[src/rtl/x9_pkg.sv]
// Shared definitions for the X9 host-side instruction loader.
package x9_pkg;

  localparam int unsigned X9_D   = 12;   // instruction address / PC width
  localparam int unsigned X9_W   = 9;    // instruction word width
  localparam int unsigned X9_TMO = 4096; // run-cycle limit before timeout

  typedef enum logic [2:0] {
    ST_IDLE,
    ST_LOAD,
    ST_RELEASE,
    ST_RUN,
    ST_DONE,
    ST_TIMEOUT
  } loader_state_t;

endpackage

[src/rtl/instr_loader_if.sv]
// Host word stream plus instruction-RAM write port of the X9 loader.
// The host is the master of the stream; the loader (slave) accepts words
// and drives the RAM write port.
interface instr_loader_if
  import x9_pkg::*;
#(
  parameter int unsigned D = X9_D,
  parameter int unsigned W = X9_W
) ();

  logic         s_valid;
  logic [W-1:0] s_data;
  logic         s_ready;
  logic         im_we;
  logic [D-1:0] im_addr;
  logic [W-1:0] im_wdat;

  modport master (
    output s_valid, s_data,
    input  s_ready, im_we, im_addr, im_wdat
  );

  modport slave (
    input  s_valid, s_data,
    output s_ready, im_we, im_addr, im_wdat
  );

endinterface

[src/rtl/instr_loader.sv]
// Loads a program into the X9 instruction RAM, releases the core from hold
// and counts run cycles until the core signals done or the limit expires.
module instr_loader
  import x9_pkg::*;
#(
  parameter int unsigned D   = X9_D,
  parameter int unsigned W   = X9_W,
  parameter int unsigned TMO = X9_TMO
) (
  input  logic          clk,
  input  logic          reset,
  input  logic          start,
  input  logic [D-1:0]  len,
  instr_loader_if.slave bus,
  output logic          cpu_hold,
  input  logic          cpu_done,
  output logic          busy,
  output logic          finished,
  output logic          timed_out,
  output logic [31:0]   run_cycles
);

  loader_state_t r_state;
  loader_state_t w_state_nxt;

  logic [D:0]    r_len;
  logic [D:0]    r_cnt;
  logic [D-1:0]  r_ptr;
  logic          r_im_we;
  logic [D-1:0]  r_im_addr;
  logic [W-1:0]  r_im_wdat;
  logic [31:0]   r_run_cycles;

  logic          w_accept;
  logic          w_launch;
  logic          w_last;
  logic          w_tmo;
  logic [D:0]    w_cnt_inc;

  // Accept qualified by registered state only, so s_ready has no path from s_valid.
  assign w_accept  = bus.s_valid && (r_state == ST_LOAD);
  assign w_cnt_inc = r_cnt + (D+1)'(1);
  assign w_last    = w_accept && (w_cnt_inc == r_len);
  assign w_tmo     = (r_run_cycles == TMO - 1);

  assign bus.im_we   = r_im_we;
  assign bus.im_addr = r_im_addr;
  assign bus.im_wdat = r_im_wdat;
  assign run_cycles  = r_run_cycles;

  // State register.
  always_ff @(posedge clk or negedge reset) begin
    if (!reset) r_state <= ST_IDLE;
    else        r_state <= w_state_nxt;
  end

  // Next-state logic and state-decoded outputs.
  always_comb begin
    w_state_nxt = r_state;
    w_launch    = 1'b0;
    bus.s_ready = 1'b0;
    cpu_hold    = 1'b1;
    busy        = 1'b0;
    finished    = 1'b0;
    timed_out   = 1'b0;
    unique case (r_state)
      ST_IDLE: begin
        if (start) begin
          w_state_nxt = ST_LOAD;
          w_launch    = 1'b1;
        end
      end
      ST_LOAD: begin
        bus.s_ready = 1'b1;
        busy        = 1'b1;
        if (w_last) w_state_nxt = ST_RELEASE;
      end
      ST_RELEASE: begin
        busy        = 1'b1;
        w_state_nxt = ST_RUN;
      end
      ST_RUN: begin
        cpu_hold = 1'b0;
        busy     = 1'b1;
        if (cpu_done)   w_state_nxt = ST_DONE;
        else if (w_tmo) w_state_nxt = ST_TIMEOUT;
      end
      ST_DONE: begin
        finished = 1'b1;
        if (start) begin
          w_state_nxt = ST_LOAD;
          w_launch    = 1'b1;
        end
      end
      ST_TIMEOUT: begin
        timed_out = 1'b1;
        if (start) begin
          w_state_nxt = ST_LOAD;
          w_launch    = 1'b1;
        end
      end
      default: w_state_nxt = ST_IDLE;
    endcase
  end

  // Length latch, write pointer, word count and registered RAM write port.
  always_ff @(posedge clk or negedge reset) begin
    if (!reset) begin
      r_len     <= '0;
      r_cnt     <= '0;
      r_ptr     <= '0;
      r_im_we   <= 1'b0;
      r_im_addr <= '0;
      r_im_wdat <= '0;
    end else begin
      r_im_we <= w_accept;
      if (w_accept) begin
        r_im_addr <= r_ptr;
        r_im_wdat <= bus.s_data;
        r_ptr     <= r_ptr + D'(1);
        r_cnt     <= w_cnt_inc;
      end
      if (w_launch) begin
        // len of zero becomes 2^D by setting the extra count bit
        r_len <= {(len == '0), len};
        r_cnt <= '0;
        r_ptr <= '0;
      end
    end
  end

  // Run-cycle counter: cleared on launch, counts every RUN edge, frozen otherwise.
  always_ff @(posedge clk or negedge reset) begin
    if (!reset)                  r_run_cycles <= '0;
    else if (w_launch)           r_run_cycles <= '0;
    else if (r_state == ST_RUN)  r_run_cycles <= r_run_cycles + 32'd1;
  end

endmodule

[src/flat_wrapper.sv]
// flat-port wrapper written by rule: the top's interface ports become plain ports
module instr_loader_flat import x9_pkg::*;
#(
  parameter int unsigned D   = X9_D,
  parameter int unsigned W   = X9_W,
  parameter int unsigned TMO = X9_TMO
)
  (clk, reset, start, len, cpu_hold, cpu_done, busy, finished, timed_out, run_cycles, bus_s_valid, bus_s_data, bus_s_ready, bus_im_we, bus_im_addr, bus_im_wdat);
  instr_loader_if #(.D(D), .W(W)) bus_i ();
  input  logic clk;
  input  logic reset;
  input  logic start;
  input  logic [D-1:0] len;
  output logic cpu_hold;
  input  logic cpu_done;
  output logic busy;
  output logic finished;
  output logic timed_out;
  output logic [31:0] run_cycles;
  input wire logic [$bits(bus_i.s_valid)-1:0] bus_s_valid;
  input wire logic [$bits(bus_i.s_data)-1:0] bus_s_data;
  output wire logic [$bits(bus_i.s_ready)-1:0] bus_s_ready;
  output wire logic [$bits(bus_i.im_we)-1:0] bus_im_we;
  output wire logic [$bits(bus_i.im_addr)-1:0] bus_im_addr;
  output wire logic [$bits(bus_i.im_wdat)-1:0] bus_im_wdat;
  assign bus_i.s_valid = bus_s_valid;
  assign bus_i.s_data = bus_s_data;
  assign bus_s_ready = bus_i.s_ready;
  assign bus_im_we = bus_i.im_we;
  assign bus_im_addr = bus_i.im_addr;
  assign bus_im_wdat = bus_i.im_wdat;
  instr_loader #(.D(D), .W(W), .TMO(TMO)) u_core (.clk(clk), .reset(reset), .start(start), .len(len), .bus(bus_i), .cpu_hold(cpu_hold), .cpu_done(cpu_done), .busy(busy), .finished(finished), .timed_out(timed_out), .run_cycles(run_cycles));
endmodule
[config.mk]
export PLATFORM = sky130hd
export DESIGN_NAME = instr_loader_flat
export DESIGN_NICKNAME = d
export VERILOG_FILES = /design/src/rtl/x9_pkg.sv /design/src/rtl/instr_loader_if.sv /design/src/rtl/instr_loader.sv /design/src/flat_wrapper.sv
export SDC_FILE = /design/constraint.sdc
export NUM_CORES = 1
export LEC_CHECK = 0
export CAP_MARGIN = 30
export CORE_AREA = 2 2 108 136
export DETAILED_ROUTE_END_ITERATION = 7
export DIE_AREA = 0 0 110 138
export PLACE_DENSITY = 0.64
export SETUP_SLACK_MARGIN = 0.4
export SKIP_CTS_REPAIR_TIMING = 1
export SYNTH_ARGS = -nofsm -noshare
export SYNTH_HDL_FRONTEND = slang
export SYNTH_SLANG_ARGS = --single-unit
[constraint.sdc]
create_clock -name clk -period 2.78 [get_ports clk]
set_input_delay 0.417 -clock clk [delete_from_list [all_inputs] [get_ports clk]]
set_output_delay 0.417 -clock clk [all_outputs]
set_load 0.005 [all_outputs]
# After elaboration in Yosys (flattened, before gate mapping)
# Index checks and enable logic that the tools add are counted.
[op_classes] n_eq_ne=10 div_mod_pow=0 reduce_logical=9 magnitude_cmp=0 add_sub_neg=3 n_mux=18 n_mul=0 bitwise=0 shifts=0
[op_table] operator="32-bit two-way mux" count=2
[op_table] operator="32-bit by 1-bit adder with 32-bit output, second input constant" count=1
[op_table] operator="32-bit by 12-bit equality test with 1-bit output, second input constant" count=1
[op_table] operator="13-bit two-way mux" count=2
[op_table] operator="12-bit two-way mux" count=2
[op_table] operator="13-bit by 1-bit adder with 13-bit output, second input constant" count=1
[op_table] operator="13-bit equality test" count=1
[op_table] operator="12-bit by 1-bit adder with 12-bit output, second input constant" count=1
[op_table] operator="12-bit logical NOT" count=1
[op_table] operator="3-bit two-way mux" count=4
[op_table] operator="3-bit case mux with 4 select lines" count=1
[op_table] operator="1-bit two-way mux" count=7
[op_table] operator="3-bit by 2-bit equality test with 1-bit output, second input constant" count=2
[op_table] operator="3-bit equality test, second input constant" count=2
[op_table] operator="3-bit OR reduction" count=2
[op_table] operator="2-bit by 1-bit != test with 1-bit output, second input constant" count=2
[op_table] operator="2-bit nonzero test" count=2
[op_table] operator="3-bit by 1-bit equality test with 1-bit output, second input constant" count=1
[op_table] operator="3-bit logical NOT" count=1
[op_table] operator="3-bit by 2-bit != test with 1-bit output, second input constant" count=1
[op_table] operator="3-bit AND reduction" count=1
[op_table] operator="1-bit logical AND" count=2
[word_totals] latch_bits=0 mem_bits_ro=0 input_bits=26 mem_bits_rw=0 register_bits=95 output_inout_bits=59 n_memories=0

# Logic depth before layout (Yosys ltp)
# Gate-level depths: netlist of the first run.
[logic_depth] word_depth=5 mapped_depth=10 depth_no_buf=8

# Worst setup path after synthesis of the first run
# No wires, ideal clock.
[synth_timing] path_type="register to register" start="reg u_core.r_state[2]" end="reg u_core.r_run_cycles[21], in the netlist u_core.run_cycles[21]" path_slack_ns=0.507 stages_incl_launch_ff=10 n_path_buf=2 arrival_time_ns=2.195 synth_period_minus_slack_ns=2.273 setup_ns=0.078 cell_sequence="dfrtp_1 > buf_6 > nand2b_4 > nor2_8 > inv_4 > or3b_4 > or4_1 > buf_4 > or3_1 > a21oi_1"
[synth_between] elab_chain_len=4
[synth_rtl] element="from (decl)" line_no="instr_loader.sv:23" source="loader_state_t r_state;"
[synth_rtl] element="from (signal assigned)" line_no="instr_loader.sv:54" source="else r_state <= w_state_nxt;"
[synth_rtl] element="3-bit equality test / 3-bit logical NOT (equally long branches)" line_no="instr_loader.sv:66" source="unique case (r_state)"
[synth_rtl] element="3-bit OR reduction (no source line)"
[synth_rtl] element="1-bit two-way mux"
[synth_rtl] element="32-bit two-way mux / 2-bit nonzero test (equally long branches)"
[synth_rtl] element="to (signal assigned)" line_no="instr_loader.sv:136" source="else if (r_state == ST_RUN) r_run_cycles <= r_run_cycles + 32'd1;"
[synth_rtl] element="to (decl)" line_no="instr_loader.sv:32" source="logic [31:0] r_run_cycles;"
# Parallel ways exist; a longest one is shown, timed or not.
# A chain may end at the register's enable or synchronous reset.

# Worst setup path after layout of the first run
# Same ends and word-level chain as after synthesis.

==> metrics list, run 1 <==
* Placed wire-length estimate: ~8000 um
- Most used standard cells in the synthesized netlist: dfrtp_1, nand2_1, nor2_1
- After floorplanning, the core was divided into slightly below 50 placement rows.
- The worst register-to-register path begins at u_core.r_state[2].
- Max transition margin: 50.1%
* Number of global-route vias before repair: approximately 3800
- Number of antenna diodes: 0
* Final standard cell utilization of the core: between 40% and 50%
- In this run the worst hold path is classified as in2async.
- STA classifies the critical path startpoint as a register.
- Arrival time of data at the critical path endpoint: roughly 2600 ps
- Area fraction of the dominant cell type after synthesis: between 50% and 60%
- Counting flops with an async set or reset pin after synthesis yields a share of 100%.
- Summing over every cut layer, the via total after detailed routing is about 3900.
- The post-route netlist has under 10% of its cells at a drive strength greater than 1.
- RSZ-0062 raised after global routing: false
- Overall power: approximately 0.0042 W
- Data on the critical path is required at its endpoint by roughly 3000 ps.
- In the final timing run, aggregate negative setup slack is 0 ps.
- Setup CP Type: reg2reg
* Number of synthesized flops with an enable pin: 0
- Static leakage: 2.57 nW
- Hold Vio Cnt, Final: 0
* Placer Congestion: ~0.83
* Max Buffers Root-to-Sink: 2
* Initial standard-cell utilization of the core: between 30 and 40%
- The max-slew violation count came to 0.
- The tree is rooted in a clkbuf_16.
* # fillers: approximately 1400
- Of all cell types, the one taking the most synthesized area is dfrtp_1.
- Final Net Count: 618
* Outcome: completed
- Antenna viol nets, final: 0
- Sequential fraction of the synthesis area: 50.0%
- Register clock-pin slew on the reported worst setup and hold paths: approximately 70 ps
* Count of unresolved DRC violations after routing: 0
- For this design the top-level I/O count stands at 85.
- Port Buffers: 84
- Number of sinks on the clock net: 95
- After synthesis, the netlist uses 50 different library cells.
* Minimum clock period after layout: ~2300 ps
* F_max: approximately 430 MHz
* Per-instance average area after synthesis: a little over 9 um2
- Layout Skew: a little under 9 ps
- Most common cell in the synthesized netlist: dfrtp_1
- Clock latency at the later pin of the worst-skew pair: roughly 340 ps
* Cells on worst reg2reg path: 7
- The number of nets in the synthesized netlist is between 500 and 600.
* CP max FO: 9
- Crit-path cells: nand2b_4 -> nor2_8 -> inv_4 -> or3b_4 -> or4_4 -> or3_1 -> a21oi_1
- TritonCTS built the clock tree.
- The cell count after synthesis came out at 512.
* DR WL/cell: 14.5 um
- Global router's overall resource usage: 15.2%
- Die Area: roughly 0.015 mm2
* Worst R2R Setup Slack: ~470 ps
- For this design the ratio of total power to cell area is ~700 mW/mm2.
- Width of the chip: approximately 110 um
* Max_cap viols: 0
* DRT Pass-1 Iters: 4
- H-Tree Depth: 3
- Counting both buffers and inverters, the worst setup path holds a total of 1.
- Slew @ Worst Pin: 745 ps
- Endpoint class of the critical path: register
- Portion of the clock cycle consumed by the worst path in the final layout: a little over four fifths
* Pin count of the biggest net entering global routing: 53
- Violation count after the first detailed-route iteration: approximately 280
- Synth-to-Final Area Change: 28.3%
- Warning count from the yosys run: 0
* Post-Synthesis Cell Area: approximately 0.0048 mm2
- For this run the aggregate overflow at the end of global routing stands at 0.
- The first global-routing pass estimated ~19000 um of wire.
* Height of the die: 138 um
- Total wirelength of the detailed-routed design: 11200 um
- Highest ir drop seen on vdd: 0.347 mV
* Critical path's largest stage delay: approximately 520 ps
- The region available for standard cell placement spans 0.0140 mm2.
- Setup violations remaining at the end of the flow were counted as 0.
- Terminus of the critical flop-to-flop path: u_core.run_cycles[21]
* Most common flop cell mapped by yosys: dfrtp_1
* Mean number of vias per cell: between 5 and 6
* CP top delay family: simple AND/OR/NAND/NOR gates
* Antenna violations before repair: 0
- Synthesis-stage register bit count: 95
- Top post-synthesis cells by area: dfrtp_1, nand2_1, nor2_1
* Number of CTS-inserted buffers: 9
- For this design, the slowest cell found on the critical path is or4_4.
## state kept, by name (all words and copies together), names as in the netlist
register / count
u_core.r_ptr: 12
u_core.run_cycles: 32
u_core.bus.im_we: 1
u_core.r_cnt: 13
u_core.r_state: 3
u_core.bus.im_wdat: 9
u_core.r_len: 13
u_core.bus.im_addr: 12
## per-stage QoR
| stage | std cells | hold slack (ps) | area, um2 | setup WS (ps) |
|---|---|---|---|---|
| detailed placement | 756 | 458 | 5790 | 249 |
| global route | 771 | 116 | 6100 | 412 |
| floorplan | 512 | 121 | 4750 | 507 |
| finish | 771 | 70.8 | 6100 | 465 |
| global placement | 756 | 456 | 5790 | 351 |
| CTS | 771 | 98.4 | 6070 | 252 |
## area by class of cell
| class | count | area (um2) | share of cell area, % |
|---|---|---|---|
| timing repair buffer | 93 | 918 | 15.1 |
| multi-input combinational | 374 | 2230 | 36.5 |
| inverter | 16 | 62.6 | 1.03 |
| tap | 178 | 223 | 3.65 |
| sequential | 95 | 2380 | 39.0 |
| clock buffer | 9 | 225 | 3.69 |
| clock inverter | 6 | 62.6 | 1.03 |
## cell families (layout without fill, tap and decap cells)
group	count (synthesis)	after routing	share of synthesized area, %
AOI/OAI and AO/OA	59	59	7.32
xor gates and xnor gates	50	50	9.21
adders and majority gates	3	3	0.790
buffers and inverters	43	124	3.71
DFF	95	95	50.0
muxes	15	15	3.50
and+or+nand+nor	247	247	25.5
## layout by cell type, fill, tap and decap left out, types with 3 or more instances in the layout
cell type	count
dfrtp_1	93
nand2_1	91
clkdlybuf4s50_1	83
nor2_1	60
o21ai_0	31
xnor2_1	25
xor2_1	25
nand3_1	23
inv_1	14
nand4_1	13
mux2_2	13
nor4_1	10
clkbuf_16	9
buf_4	9
nor3_1	8
and3_1	7
a21oi_1	7
a31oi_1	7
or3_1	5
nor3_2	5
o31ai_1	4
and2_1	3
nor3b_1	3
and4_1	3
ha_1	3
clkinv_2	3
## worst reg2reg max path, delay by kind of cell, from the launching register on
kind | cells | cell delay, ps
compound gates | 1 | 150
buf+inv | 1 | 60
flops | 1 | 450
simple gates | 5 | 1580
## power breakdown
| part | switching (W) | leakage (nW) | internal (W) |
|---|---|---|---|
| clock | 0.000513 | 0.145 | 0.000690 |
| combinational | 0.000428 | 1.20 | 0.000587 |
| sequential | 0.000336 | 1.23 | 0.00167 |
| total | 0.00128 | 2.57 | 0.00294 |
## per-layer routing
metal	vias up	part of all wire (%)	track usage (%)
met1	1898	45	20.1
met3	14	4.5	1.84
met2	120	49	24.9
met5	-	0	0
li1	1894	-	-
met4	0	1.2	6.46
## how the worst max path moves through the flow
stage                 startpoint                     to  cells past startpoint
5_1_grt        u_core.r_state[2]  u_core.run_cycles[21]                      7
3_5_place_dp   u_core.r_state[1]  u_core.run_cycles[21]                      7
3_3_place_gp   u_core.r_state[1]  u_core.run_cycles[21]                      7
2_1_floorplan  u_core.r_state[2]  u_core.run_cycles[21]                      9
4_1_cts        u_core.r_state[1]  u_core.run_cycles[21]                      7
6_report       u_core.r_state[2]  u_core.run_cycles[21]                      7
Power figures use the tool's default switching activity.
==> inputs of run 2 (changes only) <==
==> constraint.sdc (replaced) <==
create_clock -name clk -period 2.2 [get_ports clk]
set_input_delay 0.33 -clock clk [delete_from_list [all_inputs] [get_ports clk]]
set_output_delay 0.33 -clock clk [all_outputs]
set_load 0.005 [all_outputs]
==> run 2 against run 1 <==
Critical path depth did not move. Clock-buffer cell count rose by 2. Via count rose by 3.4%. Die area did not move.
==> metrics list, run 2 (synthesized netlist as in run 1, its figures left out) <==
- STA classifies the critical path endpoint as a register.
- The clock edge transition at the registers on the reported setup and hold paths came to 70 ps (about the same).
- The largest net degree at the start of global routing is 46 (-13%).
- Global router's overall resource usage: 15.5% (+0.24 points)
- Portion of the clock cycle consumed by the worst path in the final layout: 98.3% (+15 points)
- The post-route minimum period is 2160 ps (-153 ps).
- The post-detailed-routing wire length is 11900 um (+6.5%).
- Hold Vio Cnt, Final: 0 (unchanged)
* Most frequent cells in the layout: dfrtp_1, nand2_1, clkdlybuf4s50_1
* P_sw: 0.00171 W (+34%)
- Power per unit of standard cell area: 836 mW/mm2 (+21%)
- Max transition margin: 73.5% (+23 points)
* Final Net Count: 656 (+6.1%)
- The total placed cells including tap cells is 772 (+2.1%).
- The number of clock sinks seen by CTS is 95 (unchanged).
- TritonCTS built the clock tree.
- The via count is 4059 (+3.4%).
* Share of cells above drive strength 1: 20.6% (+11 points)
* H-Tree Depth: 3 (unchanged)
- Max FFs per register: 32 (unchanged)
* Slew @ Worst Pin: 393 ps (-352 ps)
- Most common cell after layout, fill and taps aside: dfrtp_1
- The worst hold path belongs to the class in2async.
- The first-pass GRT wire length was 18900 um (+2.0%).
* Cell internal pwr: 0.00392 W (+33%)
- The flow ran to the end, and the final reports show no timing, DRC or antenna violations.
- The later-pin clock latency in the skew report came to 340 ps (about the same).
* Violation count after the first detailed-route iteration: 127 (-54%)
* DRT Pass-1 Iters: 4 (unchanged)
* Count of unresolved DRC violations after routing: 0 (unchanged)
* Arrival time of data at the critical path endpoint: 2430 ps (-150 ps)
* Congestion Overflow GR: 0 (unchanged)
- The max-capacitance violation count was 0 (unchanged).
- RSZ-0062 raised after global routing: true
* F_max: 463 MHz (+7.1%)
* Width of the chip: 110 um (unchanged)
- The cell sitting at the root of the clock tree is a clkbuf_16.
- DR WL/cell: 14.7 um (+1.4%)
- The part of the total power dissipated in the clock network is 28.6% (about the same).
* Antenna viol nets, final: 0 (unchanged)
- The worst setup path is launched from a register.
* Placed wire-length estimate: 8060 um (+0.85%)
- Port Buffers: 84 (unchanged)
* Number of CTS-inserted buffers: 9 (unchanged)
- Initial standard-cell utilization of the core: 33.9% (unchanged)
* Part of the total power dissipated in sequential elements: 44.7% (-2.8 points)
- The core region area came to 0.0140 mm2 (unchanged).
- Antenna violations before repair: 0 (unchanged)
- The die extent in y is 138 um (unchanged).
- Max Buffers Root-to-Sink: 2 (unchanged)
- Final Slew Violations: 0 (unchanged)
- Required time of the critical path: 2470 ps (-570 ps)
- The final standard cell count with taps included and fillers excluded was 810 (+5.1%).
* CP max FO: 8 (-1)
- The number of global-route vias before repair is 3932 (+3.1%).
- Die Area: 0.0152 mm2 (unchanged)
- Mean number of vias per cell: 5.01 (-1.6%)
- The combinational fraction of design power was 26.7% (+2.7 points).
- Standard-cell row count: 49 (unchanged)
- The leakage power of the design was 2.90 nW (+13%).
- Synth-to-Final Area Change: 41.6%
- Layout Skew: 6.84 ps (-1.86 ps)
- Number of setup violations in the final report: 0 (unchanged)
- Highest ir drop seen on vdd: 0.411 mV (+19%)
- Number of antenna diodes: 0 (unchanged)
- The global placer's final weighted congestion is 0.838 (+0.81%).
- Setup TNS: 0 ps (unchanged)
- The worst setup path is of the reg2reg kind.
- I/O pins: 85 (unchanged)
- Net switching fraction of the power: 30.4% (+0.19 points)
run 2: cell count changes in the layout (fill, tap and decap cells not counted), moves of 4 or more:
cell and change:
buf_6 +4, buf_4 +30, o21ai_0 -4, nor3_4 +4, nor2_1 -6, nor2_4 +6
nor3_1 -5
run 2: power by group through the flow:
stage	Sequential, W	Clock [W]	Combinational, W
4_1_cts	0.00250	0.00165	0.00138
3_5_place_dp	0.00253	0	0.00137
3_3_place_gp	0.00252	0	0.00134
6_report	0.00252	0.00161	0.00151
5_1_grt	0.00258	0.00173	0.00169
2_1_floorplan	0.00244	0	0.000749
run 2: path summary, 6_finish.rpt:
kind,from,endpoint,slack (ps),depth (start not counted)
setup / recovery,u_core.r_state[2],u_core.run_cycles[21],40,7
hold / removal,reset,u_core.run_cycles[30],460,2
setup reg to reg,u_core.r_state[2],u_core.run_cycles[21],40,7
hold reg to reg,u_core.bus.im_addr[6],u_core.bus.im_addr[6],470,2
max in group asynchronous,reset,u_core.run_cycles[6],1100,3
min in group clk,u_core.bus.im_addr[6],u_core.bus.im_addr[6],470,2
run 2: critical path, stage by stage, from the launching register on:
cell	delay, ps
dfrtp_1	390
nand2b_4	170
nor2_8	140
inv_4	50
or3b_4	370
or4_4	510
or3_4	360
a21oi_2	110
run 2: layout make-up:
type,instances,area [um2]
Fill cell,1289,7310
Multi-Input combinational cell,375,2490
Sequential cell,95,2380
Timing Repair Buffer,130,1260
Clock buffer,11,253
Tap cell,178,223
Inverter,16,67.6
Clock inverter,5,56.3
run 2: per-stage QoR:
stage / power (W) / area [um2] / utilization (%) / setup slack [ps] / hold WS, ps
after floorplan: 0.00319 / 4820 / - / -56.4 / 34.4
after global placement: 0.00385 / 5970 / 42.6 / -71.6 / 290
after detailed placement: 0.00390 / 5970 / 42.6 / -84.0 / 292
after CTS: 0.00553 / 6280 / 44.8 / 1.42 / -75.3
after global routing: 0.00599 / 6730 / 47.9 / -27.9 / 499
final: 0.00563 / 6730 / 47.9 / 38.1 / 461
run 2: layer usage:
metal / wire, um / up-vias / GRT usage (%)
met3: 415 / 15 / 2.45
met5: 0 / - / 0
met2: 6170 / 83 / 26.1
li1: - / 1969 / -
met1: 5110 / 1992 / 19.6
met4: 204 / 0 / 6.00
==> inputs of run 3 (changes only) <==
--- a/config.mk
+++ b/config.mk
@@ -9,6 +9,7 @@
 export CORE_AREA = 2 2 108 136
 export DETAILED_ROUTE_END_ITERATION = 7
 export DIE_AREA = 0 0 110 138
+export GPL_ROUTABILITY_DRIVEN = 0
 export PLACE_DENSITY = 0.64
 export SETUP_SLACK_MARGIN = 0.4
 export SKIP_CTS_REPAIR_TIMING = 1
==> results of run 3 <==
Same layout as run 2: the final DEF is identical, and so are final timing and power.
